==> config.mk <==
export PLATFORM = sky130hd
export DESIGN_NAME = mem_arbiter
export DESIGN_NICKNAME = d
export VERILOG_FILES = /design/src/rtl/mem_arbiter.sv
export SDC_FILE = /design/constraint.sdc
export NUM_CORES = 1
export LEC_CHECK = 0
export ABC_AREA = 1
export CAP_MARGIN = 15
export CORE_ASPECT_RATIO = 1.4
export CORE_MARGIN = 2
export CORE_UTILIZATION = 40
export CTS_CLUSTER_SIZE = 16
export DETAILED_ROUTE_END_ITERATION = 12
export GPL_TIMING_DRIVEN = 0
export HOLD_SLACK_MARGIN = 0.05
export PLACE_DENSITY_LB_ADDON = 0.05
export SLEW_MARGIN = 20
export SYNTH_ARGS = -nofsm -noshare
export SYNTH_HDL_FRONTEND = slang
export SYNTH_SLANG_ARGS = --single-unit
==> constraint.sdc <==
create_clock -name clk -period 5.35 [get_ports clk]
set_input_delay 1.07 -clock clk [delete_from_list [all_inputs] [get_ports clk]]
set_output_delay 1.07 -clock clk [all_outputs]
set_load 0.01 [all_outputs]
==> src/rtl/mem_arbiter.sv <==
// Memory-side arbiter: serialises instruction-fetch and data load/store
// requests onto one shared bus, one access in flight at a time. Data has
// priority over fetch. A watchdog forces completion of a stalled access and
// flags it through the sticky mem_err output.
module mem_arbiter #(
  parameter int          TIMEOUT  = 255,
  parameter logic [31:0] ERR_WORD = 32'hBAD0_BAD0
) (
  input  logic        clk,
  input  logic        rst,
  input  logic        i_ren,
  input  logic [31:0] i_addr,
  output logic        i_ready,
  output logic [31:0] i_rdata,
  input  logic        d_ren,
  input  logic        d_wen,
  input  logic [31:0] d_addr,
  input  logic [31:0] d_wdata,
  input  logic [3:0]  d_sel,
  output logic        d_ready,
  output logic [31:0] d_rdata,
  output logic        mem_err,
  output logic        mem_req,
  output logic        mem_we,
  output logic [31:0] mem_addr,
  output logic [31:0] mem_wdata,
  output logic [3:0]  mem_sel,
  input  logic        mem_ack,
  input  logic [31:0] mem_rdata
);

  localparam logic [2:0] IDLE  = 3'd0;
  localparam logic [2:0] IREQ  = 3'd1;
  localparam logic [2:0] DREQ  = 3'd2;
  localparam logic [2:0] IRESP = 3'd3;
  localparam logic [2:0] DRESP = 3'd4;

  // Last watchdog count before the access is forced to complete.
  localparam logic [7:0] WD_LIMIT = 8'(TIMEOUT - 1);

  logic [2:0]  state_reg, state_next;
  logic [7:0]  wd_reg, wd_next;
  logic        in_req;
  logic        expired;
  logic        finish;
  logic        mem_we_reg;
  logic [31:0] mem_addr_reg;
  logic [31:0] mem_wdata_reg;
  logic [3:0]  mem_sel_reg;
  logic [31:0] i_rdata_reg;
  logic [31:0] d_rdata_reg;
  logic        mem_err_reg;

  assign in_req  = (state_reg == IREQ) || (state_reg == DREQ);
  // An ack arriving on the limit cycle wins over the timeout.
  assign expired = in_req && !mem_ack && (wd_reg == WD_LIMIT);
  assign finish  = in_req && (mem_ack || expired);

  // Next-state and watchdog logic; requests are only looked at in IDLE.
  always_comb begin
    state_next = state_reg;
    wd_next    = wd_reg;
    case (state_reg)
      IDLE: begin
        wd_next = 8'd0;
        if (d_wen || d_ren)
          state_next = DREQ;
        else if (i_ren)
          state_next = IREQ;
      end
      IREQ: begin
        if (mem_ack || expired)
          state_next = IRESP;
        else
          wd_next = wd_reg + 8'd1;
      end
      DREQ: begin
        if (mem_ack || expired)
          state_next = DRESP;
        else
          wd_next = wd_reg + 8'd1;
      end
      IRESP, DRESP: begin
        wd_next    = 8'd0;
        state_next = IDLE;
      end
      default: begin
        wd_next    = 8'd0;
        state_next = IDLE;
      end
    endcase
  end

  // State and watchdog registers.
  always_ff @(posedge clk or posedge rst) begin
    if (rst) begin
      state_reg <= IDLE;
      wd_reg    <= 8'd0;
    end else begin
      state_reg <= state_next;
      wd_reg    <= wd_next;
    end
  end

  // Latch the winning request into the bus registers when leaving IDLE so
  // the bus sees stable values for the whole access.
  always_ff @(posedge clk or posedge rst) begin
    if (rst) begin
      mem_we_reg    <= 1'b0;
      mem_addr_reg  <= 32'd0;
      mem_wdata_reg <= 32'd0;
      mem_sel_reg   <= 4'd0;
    end else if (state_reg == IDLE) begin
      if (d_wen || d_ren) begin
        mem_we_reg    <= d_wen;
        mem_addr_reg  <= d_addr;
        mem_wdata_reg <= d_wdata;
        mem_sel_reg   <= d_sel;
      end else if (i_ren) begin
        mem_we_reg    <= 1'b0;
        mem_addr_reg  <= i_addr;
        mem_wdata_reg <= 32'd0;
        mem_sel_reg   <= 4'hF;
      end
    end
  end

  // Capture read data (or the error word) as the access completes; stores
  // leave d_rdata untouched. The timeout flag is sticky until reset.
  always_ff @(posedge clk or posedge rst) begin
    if (rst) begin
      i_rdata_reg <= 32'd0;
      d_rdata_reg <= 32'd0;
      mem_err_reg <= 1'b0;
    end else if (finish) begin
      if (state_reg == IREQ)
        i_rdata_reg <= mem_ack ? mem_rdata : ERR_WORD;
      else if (!mem_we_reg)
        d_rdata_reg <= mem_ack ? mem_rdata : ERR_WORD;
      if (expired)
        mem_err_reg <= 1'b1;
    end
  end

  assign mem_req   = in_req;
  assign i_ready   = (state_reg == IRESP);
  assign d_ready   = (state_reg == DRESP);
  assign mem_we    = mem_we_reg;
  assign mem_addr  = mem_addr_reg;
  assign mem_wdata = mem_wdata_reg;
  assign mem_sel   = mem_sel_reg;
  assign i_rdata   = i_rdata_reg;
  assign d_rdata   = d_rdata_reg;
  assign mem_err   = mem_err_reg;

endmodule

==> metrics.md <==
| Metric | Value |
|---|---|
| Commonest non-fill, non-tap cells in the layout | nand2_1 (330), clkdlybuf4s50_1 (273), dfrtp_1 (145) |
| Worst slew pin tran | 678 ps |
| Adder-cell share of the synthesized area | less than 1% |
| Syn nets | 900 |
| FF-to-FF Start | wd_reg[0]$_DFFE_PP0P_ |
| Antenna Violating Nets Remaining | 0 |
| Detailed placement HPWL | about 15 mm |
| DR vias/cell | 4.81 |
| Hold Crit Class | reg2reg |
| Max cap viols | 0 |
| # diodes | 0 |
| Syn Inst Count | 760 |
| DR WL/cell | between 15 and 20 um |
| Crit path time final | about 3300 ps |
| Ports | between 200 and 300 |
| Hold_buf cts | 0 |
| Worst r2r path cells | 10 |
| PostCTS Resize Cnt | 0 |
| Compound-cell area share of the yosys netlist | around 5.7% |
| Kind of critical path | reg2out |
| Largest family of logic cells by synthesized area | simple AND/OR/NAND/NOR gates |
| Reg2reg setup slack | approximately 3500 ps |
| Max Clk Rate | 0.307 GHz |
| Synth area leader | dfrtp_1 |
| Worst hold path startpoint | mem_err$_DFFE_PP0P_ |
| Vias in the first global route | 6204 |
| Final Max Slew Viols | 0 |
| Max stage delay on crit path | around 610 ps |
| GPL Wtd Cong | approximately 0.87 |
| Setup bufs post-CTS | 0 |
| Hold endpoint | mem_err$_DFFE_PP0P_ |
| First-pass detailed-route iteration total | 4 |
| Die X | approximately 110 um |
| XOR/XNOR Fraction of Synth Area | less than 1% |
| Final cell utilization of the core | 63.0% |
| Slowest stage cell, crit path | clkdlybuf4s50_1 |
| Final wirelength | ~20 mm |
| Die Span Y | between 150 and 200 um |
| RSZ-0062 raised after global routing | false |
| Critical-path maximum fanout | 10 |
| Worst path bufs/invs | 2 |
| Crit path max-delay family | buffers and inverters |
| CTS HTree Levels | 4 |
| Slew Limit Headroom | between 50% and 60% |
| Global-route wire length before repair | roughly 33 mm |
| Flop and latch count out of synthesis | ~150 |
| Area contributors post-synth | dfrtp_1 (56%), nand2_1 (19%), or2_2 (3.8%) |
| Final Hold Fails | 0 |
| Final setup violation count | 0 |
| Pre-CTS setup slack | approximately 2500 ps |
| Critical Path Source Type | flip-flop |
| GRT overflow | 0 |
| TritonCTS clock tree | yes |
| Final worst path period share | 60.9% |
| Share of the synthesized area in the top cell type | about 56% |
| Pin count of the biggest net entering global routing | 88 |
| Post-synthesis sequential area ratio | 55.8% |
| Tot GR Track Use | 23.8% |
| Status | completed |
| Worst Setup SP | state_reg[1]$_DFFE_PP0P_ |
| Post-synthesis cell type count | 28 |
| Placeable Area | between 15000 and 20000 um^2 |
| Synth warn | 0 |
| CP most frequent cell | nand2_1 |
| PnR worst setup slack | 2090 ps |
| Worst path cell trace | nor2_1, nand2_1, nand2_1, buf_2, clkdlybuf4s50_1 |
| Area growth, synth to finish | 55.4% |
| Sink Count | about 150 |
| I/O Buffers | 273 |
| Die area | 17300 um^2 |
| Reg-to-reg endpoint | d_rdata[6]$_DFFE_PP0P_ |
| Syn avg cell area | around 8.6 um^2 |
| Worst setup EP type | output port |
| Clk_skew | 12.4 ps |
| Clk slew on worst S/H paths | 60 ps |
| Root buffer cell | clkbuf_16 |
| Number of nets in the layout | about 1200 |
| WP data arrival | 2190 ps |
| Post-route total power | between 5 and 6 mW |
| Initial antenna violation count | 0 |
| Inserted Clock Buffers | 17 |
| Layout cells sized above 1 | a little under an eighth |
| Mux share of post-synthesis cell area | 0% |
| Remaining DRCs | 0 |
| Post-Synth Simple-Gate Area | a little under a third |
| Vias | 6083 |
| Later-pin clock latency in the skew report | around 420 ps |
| Initial DRC Count | approximately 270 |
| # fillers | ~1400 |
| Leak | 4.87 nW |
| Initial Utilization | between 40% and 50% |
| CTS Buffer Depth | 2 |
| WP data required | ~4300 ps |
| Row count | 55 |
| Most common cell after layout, fill and taps aside | nand2_1 |
| Pwr Density | roughly 560 nW/um^2 |
| Peak VDD IR | about 0.26 mV |
| Hold depth | 2 |
| Synth Cell Area | around 6500 um^2 |
how the worst max path moves through the flow:
stage | endpoint | slack (ps) | depth (start not counted)
6_report | mem_req | 2090 | 5
5_1_grt | mem_req | 1950 | 5
4_1_cts | mem_req | 2070 | 5
3_5_place_dp | mem_addr[1]$_DFFE_PP0P_ | 2450 | 7
3_3_place_gp | mem_addr[13]$_DFFE_PP0P_ | -1870 | 2
2_1_floorplan | d_rdata[0]$_DFFE_PP0P_ | 390 | 1
worst reg2reg max path, delay by kind of cell, from the launching register on:
| kind | cells | cell delay, ps |
|---|---|---|
| simple gates | 7 | 750 |
| buf+inv | 2 | 390 |
| flops | 1 | 380 |
| fa+ha+maj | 1 | 230 |
layer usage:
metal / share of wire (%) / global-route usage (%) / vias up
li1: - / - / 3012
met1: 38 / 27.1 / 2834
met2: 52 / 42.3 / 223
met3: 8.5 / 8.78 / 14
met4: 1.5 / 6.11 / 0
met5: 0 / 0 / -
cells by family (layout without fill, tap and decap cells):
logic type	Yosys count	in the layout
adder cells (fa/ha/maj)	2	2
flip-flops	145	145
AND/OR/NAND/NOR	474	474
AO/OA/AOI/OAI	53	53
buffers and inverters	84	390
XOR/XNOR	2	2
power breakdown:
group          total [mW]  internal, mW  leakage [nW]  switching, mW
registers            1.85          1.58          1.81          0.269
logic                2.59          1.26          2.79           1.33
clock network        1.19         0.695         0.268          0.499
total                5.63          3.54          4.87           2.10
cell usage after synthesis (all sizes together):
cell type / instances
clkbuf: 10
dfrtp: 145
nor3: 3
o21ai: 18
a21oi: 3
xnor2: 1
inv: 40
nand2: 333
nor2: 24
nand3: 31
buf: 34
ha: 2
or2: 48
nand3b: 1
nand4: 34
xor2: 1
o211ai: 32
metrics by stage:
| step | hold slack, ps | cell area (um^2) | cells | setup TNS, ps |
|---|---|---|---|---|
| 2_1_floorplan | 493 | 6500 | 760 | 0 |
| 3_3_place_gp | 452 | 9480 | 1232 | -269840 |
| 3_5_place_dp | 457 | 9520 | 1233 | 0 |
| 4_1_cts | 472 | 10100 | 1265 | 0 |
| 5_1_grt | 489 | 10100 | 1265 | 0 |
| 6_report | 467 | 10100 | 1265 | 0 |
layout make-up:
class                      count  area [um^2]  share of cell area, %
sequential                   145         3630                   35.9
buffer                        44          239                   2.37
timing repair buffer         274         2760                   27.3
clock inverter                13          150                   1.49
clock buffer                  19          433                   4.29
tap                          199          249                   2.47
inverter                      40          158                   1.56
multi-input combinational    531         2480                   24.6
Power figures use the tool's default switching activity.
